<file path="config.mk">
export PLATFORM = sky130hd
export DESIGN_NAME = multicycle_control
export DESIGN_NICKNAME = d
export VERILOG_FILES = /design/src/rtl/tsc_pkg.sv /design/src/rtl/control_decode.sv /design/src/rtl/multicycle_control.sv
export SDC_FILE = /design/constraint.sdc
export NUM_CORES = 1
export LEC_CHECK = 0
export CORE_MARGIN = 2
export CORE_UTILIZATION = 46
export CTS_CLUSTER_DIAMETER = 200
export DETAILED_ROUTE_END_ITERATION = 12
export PLACE_DENSITY = 0.95
export SETUP_SLACK_MARGIN = 0.15
export SYNTH_ARGS = -nofsm -noshare
export SYNTH_HDL_FRONTEND = slang
export SYNTH_SLANG_ARGS = --single-unit
</file>
<file path="constraint.sdc">
create_clock -name clk -period 5.55 [get_ports clk]
set_input_delay 1.11 -clock clk [delete_from_list [all_inputs] [get_ports clk]]
set_output_delay 1.11 -clock clk [all_outputs]
set_load 0.02 [all_outputs]
</file>
<file path="src/rtl/tsc_pkg.sv">
// Shared definitions for the TSC multicycle control path.
// Holds opcode/function-field constants, ALU function codes, the control FSM
// state enumeration, the decoded instruction classes and the mux-select
// encodings driven onto the datapath.
package tsc_pkg;

  // Primary opcodes
  localparam int unsigned OpBne   = 0;
  localparam int unsigned OpBeq   = 1;
  localparam int unsigned OpBgz   = 2;
  localparam int unsigned OpBlz   = 3;
  localparam int unsigned OpAdi   = 4;
  localparam int unsigned OpOri   = 5;
  localparam int unsigned OpLhi   = 6;
  localparam int unsigned OpLwd   = 7;
  localparam int unsigned OpSwd   = 8;
  localparam int unsigned OpJmp   = 9;
  localparam int unsigned OpJal   = 10;
  localparam int unsigned OpRtype = 15;

  // R-format function field values
  localparam int unsigned FnAdd = 0;
  localparam int unsigned FnSub = 1;
  localparam int unsigned FnAnd = 2;
  localparam int unsigned FnOrr = 3;
  localparam int unsigned FnNot = 4;
  localparam int unsigned FnTcp = 5;
  localparam int unsigned FnShl = 6;
  localparam int unsigned FnShr = 7;
  localparam int unsigned FnJpr = 25;
  localparam int unsigned FnJrl = 26;
  localparam int unsigned FnWwd = 28;
  localparam int unsigned FnHlt = 29;
  localparam int unsigned FnEni = 30;
  localparam int unsigned FnDsi = 31;

  // ALU function codes
  localparam logic [2:0] AluAdd = 3'd0;
  localparam logic [2:0] AluSub = 3'd1;
  localparam logic [2:0] AluAnd = 3'd2;
  localparam logic [2:0] AluOrr = 3'd3;
  localparam logic [2:0] AluNot = 3'd4;
  localparam logic [2:0] AluTcp = 3'd5;
  localparam logic [2:0] AluShl = 3'd6;
  localparam logic [2:0] AluShr = 3'd7;

  // pc_src select
  localparam logic [1:0] PcSrcNext   = 2'd0;
  localparam logic [1:0] PcSrcBranch = 2'd1;
  localparam logic [1:0] PcSrcJump   = 2'd2;  // immediate jump or register target
  localparam logic [1:0] PcSrcVector = 2'd3;

  // reg_dst select
  localparam logic [1:0] RegDstRt = 2'd0;
  localparam logic [1:0] RegDstRd = 2'd1;
  localparam logic [1:0] RegDstR2 = 2'd2;

  // mem_to_reg select
  localparam logic [1:0] MemToRegAlu = 2'd0;
  localparam logic [1:0] MemToRegMem = 2'd1;
  localparam logic [1:0] MemToRegPc  = 2'd2;

  // alu_src_b select
  localparam logic [1:0] AluSrcBReg = 2'd0;
  localparam logic [1:0] AluSrcBImm = 2'd1;
  localparam logic [1:0] AluSrcBOne = 2'd2;

  typedef enum logic [2:0] {
    StIf, StId, StEx, StMem, StWb, StInt, StHalt
  } state_e;

  typedef enum logic [3:0] {
    ClNop, ClRalu, ClIalu, ClLoad, ClStore, ClBranch, ClJmp,
    ClJal, ClJpr, ClJrl, ClWwd, ClHlt, ClEni, ClDsi
  } iclass_e;

  // Classes whose ALU second operand is the sign/zero-extended immediate.
  function automatic logic uses_imm(iclass_e c);
    return (c == ClIalu) || (c == ClLoad) || (c == ClStore);
  endfunction

endpackage

</file>
<file path="src/rtl/control_decode.sv">
// Combinational instruction classifier.
// Ports:
//   opcode  in  instruction opcode field
//   func    in  R-format function field
//   iclass  out decoded instruction class (unknown encodings -> ClNop)
//   alu_op  out ALU function used in the execute step
module control_decode
  import tsc_pkg::*;
#(
  parameter int unsigned OPCODE_W = 4,
  parameter int unsigned FUNC_W   = 6,
  parameter int unsigned ALUOP_W  = 3
) (
  input  logic [OPCODE_W-1:0] opcode,
  input  logic [FUNC_W-1:0]   func,
  output iclass_e             iclass,
  output logic [ALUOP_W-1:0]  alu_op
);

  logic [2:0] alu_code;

  always_comb begin
    iclass   = ClNop;
    alu_code = AluAdd;
    case (opcode)
      OPCODE_W'(OpBne), OPCODE_W'(OpBeq), OPCODE_W'(OpBgz), OPCODE_W'(OpBlz): begin
        iclass   = ClBranch;
        alu_code = AluSub;
      end
      OPCODE_W'(OpAdi): iclass = ClIalu;
      OPCODE_W'(OpOri): begin
        iclass   = ClIalu;
        alu_code = AluOrr;
      end
      OPCODE_W'(OpLhi): begin
        iclass   = ClIalu;
        alu_code = AluShl;
      end
      OPCODE_W'(OpLwd): iclass = ClLoad;
      OPCODE_W'(OpSwd): iclass = ClStore;
      OPCODE_W'(OpJmp): iclass = ClJmp;
      OPCODE_W'(OpJal): iclass = ClJal;
      OPCODE_W'(OpRtype): begin
        case (func)
          FUNC_W'(FnAdd): begin iclass = ClRalu; alu_code = AluAdd; end
          FUNC_W'(FnSub): begin iclass = ClRalu; alu_code = AluSub; end
          FUNC_W'(FnAnd): begin iclass = ClRalu; alu_code = AluAnd; end
          FUNC_W'(FnOrr): begin iclass = ClRalu; alu_code = AluOrr; end
          FUNC_W'(FnNot): begin iclass = ClRalu; alu_code = AluNot; end
          FUNC_W'(FnTcp): begin iclass = ClRalu; alu_code = AluTcp; end
          FUNC_W'(FnShl): begin iclass = ClRalu; alu_code = AluShl; end
          FUNC_W'(FnShr): begin iclass = ClRalu; alu_code = AluShr; end
          FUNC_W'(FnJpr): iclass = ClJpr;
          FUNC_W'(FnJrl): iclass = ClJrl;
          FUNC_W'(FnWwd): iclass = ClWwd;
          FUNC_W'(FnHlt): iclass = ClHlt;
          FUNC_W'(FnEni): iclass = ClEni;
          FUNC_W'(FnDsi): iclass = ClDsi;
          default: ;
        endcase
      end
      default: ;
    endcase
  end

  assign alu_op = ALUOP_W'(alu_code);

endmodule

</file>
<file path="src/rtl/multicycle_control.sv">
// Multicycle control FSM for the TSC datapath.
// Sequences IF -> ID -> EX -> MEM -> WB, with a one-cycle INT step taken
// after a retiring instruction when interrupts are enabled and pending, and
// an absorbing HALT state.
// Ports:
//   clk, reset          clock, asynchronous active-high reset
//   opcode, func        instruction register fields
//   mem_ready           memory completes the current request this cycle
//   br_cond             branch comparator result
//   irq                 level interrupt request
//   pc_write..is_halted 1-bit datapath strobes and status
//   pc_src, reg_dst, mem_to_reg, alu_src_b, alu_op  datapath selects
module multicycle_control
  import tsc_pkg::*;
#(
  parameter int unsigned OPCODE_W = 4,
  parameter int unsigned FUNC_W   = 6,
  parameter int unsigned ALUOP_W  = 3,
  parameter int unsigned INT_EN   = 1
) (
  input  logic                clk,
  input  logic                reset,
  input  logic [OPCODE_W-1:0] opcode,
  input  logic [FUNC_W-1:0]   func,
  input  logic                mem_ready,
  input  logic                br_cond,
  input  logic                irq,
  output logic                pc_write,
  output logic                ir_write,
  output logic                mem_read,
  output logic                mem_write,
  output logic                i_or_d,
  output logic                reg_write,
  output logic                alu_src_a,
  output logic                epc_write,
  output logic                wwd_valid,
  output logic                inst_done,
  output logic                int_ack,
  output logic                ie,
  output logic                is_halted,
  output logic [1:0]          pc_src,
  output logic [1:0]          reg_dst,
  output logic [1:0]          mem_to_reg,
  output logic [1:0]          alu_src_b,
  output logic [ALUOP_W-1:0]  alu_op
);

  localparam bit IntEnable = (INT_EN != 0);

  state_e              state_q, state_d;
  logic                ie_q, ie_d;
  logic                halted_q, halted_d;
  iclass_e             iclass;
  logic [ALUOP_W-1:0]  dec_alu_op;

  control_decode #(
    .OPCODE_W (OPCODE_W),
    .FUNC_W   (FUNC_W),
    .ALUOP_W  (ALUOP_W)
  ) u_decode (
    .opcode (opcode),
    .func   (func),
    .iclass (iclass),
    .alu_op (dec_alu_op)
  );

  always_comb begin
    state_d    = state_q;
    ie_d       = ie_q;
    pc_write   = 1'b0;
    ir_write   = 1'b0;
    mem_read   = 1'b0;
    mem_write  = 1'b0;
    i_or_d     = 1'b0;
    reg_write  = 1'b0;
    alu_src_a  = 1'b0;
    epc_write  = 1'b0;
    wwd_valid  = 1'b0;
    inst_done  = 1'b0;
    int_ack    = 1'b0;
    pc_src     = PcSrcNext;
    reg_dst    = RegDstRt;
    mem_to_reg = MemToRegAlu;
    alu_src_b  = AluSrcBReg;
    alu_op     = '0;

    // Strobes are suppressed while reset is held, even though state already reads IF.
    if (!reset) begin
      unique case (state_q)
        StIf: begin
          mem_read = 1'b1;
          if (mem_ready) begin
            ir_write = 1'b1;
            pc_write = 1'b1;
            pc_src   = PcSrcNext;
            state_d  = StId;
          end
        end
        StId: begin
          state_d = StEx;
          case (iclass)
            ClJmp, ClJpr: begin
              pc_write  = 1'b1;
              pc_src    = PcSrcJump;
              inst_done = 1'b1;
            end
            ClJal, ClJrl: begin
              pc_write   = 1'b1;
              pc_src     = PcSrcJump;
              reg_write  = 1'b1;
              reg_dst    = RegDstR2;
              mem_to_reg = MemToRegPc;
              inst_done  = 1'b1;
            end
            ClHlt: state_d = StHalt;
            ClEni: begin
              if (IntEnable) ie_d = 1'b1;
              inst_done = 1'b1;
            end
            ClDsi: begin
              ie_d      = 1'b0;
              inst_done = 1'b1;
            end
            ClNop: inst_done = 1'b1;
            default: ;
          endcase
        end
        StEx: begin
          alu_src_a = 1'b1;
          alu_op    = dec_alu_op;
          if (uses_imm(iclass)) alu_src_b = AluSrcBImm;
          case (iclass)
            ClBranch: begin
              if (br_cond) begin
                pc_write = 1'b1;
                pc_src   = PcSrcBranch;
              end
              inst_done = 1'b1;
            end
            ClLoad, ClStore: state_d = StMem;
            default:         state_d = StWb;
          endcase
        end
        StMem: begin
          i_or_d    = 1'b1;
          mem_read  = (iclass == ClLoad);
          mem_write = (iclass != ClLoad);
          if (mem_ready) begin
            if (iclass == ClLoad) state_d = StWb;
            else                  inst_done = 1'b1;
          end
        end
        StWb: begin
          if (iclass == ClWwd) begin
            wwd_valid = 1'b1;
          end else begin
            reg_write  = 1'b1;
            reg_dst    = (iclass == ClRalu) ? RegDstRd : RegDstRt;
            mem_to_reg = (iclass == ClLoad) ? MemToRegMem : MemToRegAlu;
          end
          inst_done = 1'b1;
        end
        StInt: begin
          epc_write = 1'b1;
          pc_write  = 1'b1;
          pc_src    = PcSrcVector;
          int_ack   = 1'b1;
          ie_d      = 1'b0;
          state_d   = StIf;
        end
        StHalt: state_d = StHalt;
        default: state_d = StIf;
      endcase

      // The interrupt decision uses ie as it stood during the retiring cycle.
      if (inst_done) begin
        state_d = (IntEnable && ie_q && irq) ? StInt : StIf;
      end
    end

    halted_d = (state_d == StHalt);
  end

  always_ff @(posedge clk or posedge reset) begin
    if (reset) begin
      state_q  <= StIf;
      ie_q     <= 1'b0;
      halted_q <= 1'b0;
    end else begin
      state_q  <= state_d;
      ie_q     <= ie_d;
      halted_q <= halted_d;
    end
  end

  assign ie        = ie_q;
  assign is_halted = halted_q;

endmodule

</file>
== Word level (Yosys, flattened, before mapping) ==
Index checks and enable logic that the tools add are counted.

* Equal/unequal tests: 46
* Muxes and demuxes: 66
* Bitwise operators: 1
* Reductions and logical operators: 16

{| class="wikitable"
|+ Operators with widths
! cell !! number
|-
| $pmux W4 S7 || 2
|-
| $eq A4 B4 Y1 const B || 10
|-
| $mux W1 || 37
|-
| $eq A6 B5 Y1 const B || 6
|-
| $eq A4 B3 Y1 const B || 8
|-
| $mux W3 || 9
|-
| $eq A6 B3 Y1 const B || 4
|-
| $pmux W3 S7 || 1
|-
| $pmux W3 S6 || 1
|-
| $eq A4 B2 Y1 const B || 4
|-
| $eq A3 B3 Y1 const B || 4
|-
| $eq A6 B2 Y1 const B || 2
|-
| $pmux W3 S4 || 1
|-
| $mux W2 || 5
|-
| $eq A4 B1 Y1 const B || 2
|-
| $logic_not A4 Y1 || 2
|-
| $pmux W1 S2 || 4
|-
| $pmux W1 S4 || 2
|-
| $pmux W2 S2 || 2
|-
| $reduce_or A4 Y1 || 2
|-
| $reduce_or A8 Y1 || 1
|-
| $reduce_or A7 Y1 || 1
|-
| $eq A3 B2 Y1 const B || 2
|-
| $eq A6 B1 Y1 const B || 1
|-
| 14 further kinds || 16
|}

* Bits in registers: 5
* Input port bits: 15
* Output and inout bits: 24
* Word-level logic and storage cells: 132

== Logic depth before layout (Yosys ltp) ==
* Depth after elaboration: 12
* Depth in mapped cells: 8
* Depth with buffers taken out: 6

== By module ==
Synthesis repeated with hierarchy kept, for this count alone.

* Cells, all modules: 138
* Area total of the unflattened synthesis: 977.2 sq um

{| class="wikitable"
|+ Modules (own cells, without submodules)
! module !! times used !! cells an instance !! area an instance (sq um) !! seq. area each (sq um)
|-
| multicycle_control || 1 || 99 || 704.4 || 125.1
|-
| control_decode || 1 || 39 || 272.8 || 0.0
|}

== Worst setup path before layout ==
No wires, ideal clock.

* Path kind: input -> output
* Start point: input port opcode[2]
* End point: output port reg_write
* Arrival: 2.821 ns
* Data required time: 4.440 ns
* Setup slack: 1.619 ns
* Cell stages on the path: 7
* Path buffers: 1
* Cells stage by stage: buf_2 -> nor2_1 -> o22ai_1 -> a31o_2 -> nor3_1 -> a21oi_1 -> a21oi_1

* Longest elaborated chain between the ends: 8
* Elaborated cells on any way between the ends: 23
* Those cells by class: 14 x eq/ne; 5 x mux; 4 x reduce/logical

{| class="wikitable"
|+ Ends and longest elaborated chain
! element !! RTL line !! source
|-
| start, declared || multicycle_control.sv:23 || <nowiki>input logic [OPCODE_W-1:0] opcode,</nowiki>
|-
| $eq A4 B1 Y1 (tied with other cells) || control_decode.sv:25 || <nowiki>case (opcode)</nowiki>
|-
| $reduce_or A4 Y1 / $reduce_or A3 Y1 (equally long branches) || - ||
|-
| $pmux W4 S7 (*) || control_decode.sv:25 ||
|-
| $eq A4 B3 Y1 / $eq A4 B4 Y1 (equally long branches) || multicycle_control.sv:101 || <nowiki>case (iclass)</nowiki>
|-
| $reduce_or A2 Y1 || - ||
|-
| $mux W1 || multicycle_control.sv:101 ||
|-
| $pmux W1 S2 (*) || multicycle_control.sv:89 || <nowiki>unique case (state_q)</nowiki>
|-
| $mux W1 (*) || multicycle_control.sv:88 || <nowiki>if (!reset) begin</nowiki>
|-
| end, declared || multicycle_control.sv:33 || <nowiki>output logic reg_write,</nowiki>
|}

Every way passes the cells marked *; elsewhere a longest branch is shown, timed or not.

== Worst setup path after layout ==
* Start point: input port opcode[3]
* End point: output port reg_write

The elaborated chain is that of the path after synthesis.

==> impl_metrics.yaml <==
clocking:
  cts_tree: "yes"
  numCtsBuffers: 3
  clkSinkCount: 5
  post_cts_resized: 0
  path_clk_slew_ns: 0.04
  ctsHoldBuffers: 0
  post_cts_buffers: 0
  cts_buffer_depth: 2
  insertion_delay_ns: 0.23
  cts-root-buf: "clkbuf_4"
  h-tree-depth: 1
route:
  wl_met2_um: 1340
  viasPerCell: 6.01
  ant_nets: 0
  top_layer: "met4"
  drtIter0Drc: 42
  drc: 0
  dr.pass1.iters: 4
  wl_met3_um: 209
  routed-via-count: 1183
  drt-met1-wl_um: 1150
  wl_um: 2730
  routedWlPerCell_um: 13.8
power_and_ir_drop:
  sequentialPowerShare_pct: 24.7
  cellPowerDensity_nw_per_um2: 249
  ir_drop_mv: 0.255
  p_comb_share_pct: 63.0
  power_frac_clock_pct: 12.3
  switching_power_uw: 163
  leakage_uw: 0.000488
  sw_frac_of_total_pct: 49.6
  power_uw: 328
  p_int_uw: 165
place:
  dp_slack_ns: 0.840
  numPortBuffers: 37
  dp_hpwl_um: 2100
  place_congestion: 0.851
synthesis:
  ys_ff_latch: 5
  syn_nets: 158
  ys_warn_count: 0
  ys_types: 49
  synth.avg_cell_area_um2: 6.72
  ys.flop_type: "dfrtp_1"
  ys_seq_area_share_pct: 13.0
  syn_area_um2: 961
  synth_edf_count: 0
  async_flop_share_pct: 100
  synthCells: 143
timing:
  finalCritPeriodShare_pct: 85.8
  finalSetupViolations: 0
  timing.setup.tns_ns: 0
  maxSlewHeadroom_pct: 65.2
  final_hold_viol_count: 0
  worst_slew_pin_slew_ns: 0.522
  clock.fmax_mhz: 210
  finalClockSkew_ns: 0.00134
  rsz0062_at_grt: "no"
  final.min_clock_period_ns: 4.76
  setup_slack_ns: 0.787
  final_max_slew_viol_count: 0
min_path:
  hold_path.class: "flop to flop"
die:
  std_cell_rows: 16
  initial_core_util_pct: 49.0
  coreArea_um2: 1960
  die_w_um: 49.7
  io_pins: 39
  die_h_um: 49.7
  die_area_um2: 2470
final_layout:
  drive_above_1_share_pct: 5.29
  area_growth_syn_to_layout_pct: 36.7
  fin_util_pct: 67.0
  num_antenna_cells: 0
  nets: 186
critical_path:
  arrival_ns: 3.65
  start_kind: "input pin"
  crit_required_ns: 4.44
  slowest_delay_ns: 0.66
  endpoint_kind: "output port"
  critPathSlowestCell: "clkdlybuf4s50_1"
  criticalPathCategory: "input pin to output port"
  cp_max_fo: 16
  cp_cell_sequence: "clkdlybuf4s50_1 > nor2_1 > o22ai_1 > a31o_2 > nor3_1 > a21oi_1 > a21oi_1 > clkdlybuf4s50_1"
global_route:
  grt_pass1_wl_um: 4440
  overflow: 0
  track_usage_pct: 22.0
  antenna_found_initial: 0
  first_global_vias: 1069
  grt_start_max_net_pins: 19
job:
  cap_viol_max_count: 0
run_status:
  status: "finished clean"
-- cells in the mapped netlist (all sizes together), types with 5 or more instances --
cell,n,area share [%]
a21oi,8,4.2
and3,5,3.3
buf,8,5.7
clkbuf,6,2.3
dfrtp,5,13
inv,8,3.1
nand2,13,5.1
nand3,5,2.6
nor2,15,5.9
nor3,7,3.6
o21ai,6,3.1
-- sequential cells by signal, indices dropped and copies added (netlist names) --
register,count
state_q,3
ie,1
is_halted,1
-- final timing paths --
check,cells after the start,end,slack (ns),start
worst max-delay path,8,reg_write,0.79,opcode[3]
worst min-delay path,2,ie,0.60,ie
worst max register to register,6,is_halted,3.37,state_q[1]
worst min register to register,2,ie,0.60,ie
max in group asynchronous,2,state_q[2],3.86,reset
min in group asynchronous,2,ie,1.48,reset
-- cells by family after synthesis --
kind of cell	count (synthesis)	synth area share, %
and+or+nand+nor	72	41.7
buffers and inverters	22	11.2
DFF	5	13.0
AOI/OAI and AO/OA	40	31.0
xor gates and xnor gates	3	2.73
other	1	0.390
-- cell type report --
class                   count  area, um^2
inverters                   8        30.0
fillers                   186         648
flip-flops and latches      5         125
clock buffers               4        26.3
multi-input cells         116         728
repair buffers             37         370
well taps                  27        33.8
-- power by group through the flow --
stage / sequential [uW] / combinational (uW) / clock [uW]
after floorplan: 56.0 / 168 / 0
after global placement: 80.4 / 199 / 0
after detailed placement: 80.7 / 205 / 0
after CTS: 80.1 / 206 / 43.0
after global routing: 83.8 / 223 / 45.4
final: 81.0 / 206 / 40.4
-- per-layer routing --
layer | GRT usage [%] | up-vias
met5 | 0 | -
met1 | 26.7 | 532
met2 | 38.4 | 62
li1 | - | 585
met3 | 3.64 | 4
met4 | 8.33 | 0
-- layout by cell type, fill, tap and decap left out, types with 4 or more instances in the layout --
cell type        instances
nor3_1                   7
a21oi_1                  8
nand2b_1                 4
inv_1                    8
clkdlybuf4s50_1         37
o21ai_0                  6
nor3b_1                  4
and3_1                   5
nor2_1                  15
dfrtp_1                  5
nand3_1                  5
nand2_1                 13
-- worst max-delay path, delay by kind of cell --
kind / cells / cell delay (ns)
buffers and inverters: 2 / 1.28
AOI/OAI and AO/OA: 4 / 0.64
and+or+nand+nor: 2 / 0.62
-- stage by stage --
stage / std cells / hold slack (ns) / area [um^2]
floorplan: 143 / 0.647 / 961
CTS: 197 / 0.610 / 1310
global placement: 193 / 0.597 / 1290
finish: 197 / 0.601 / 1310
global route: 197 / 0.625 / 1310
detailed placement: 193 / 0.601 / 1290
No activity file was read; power rests on OpenSTA's default activity.
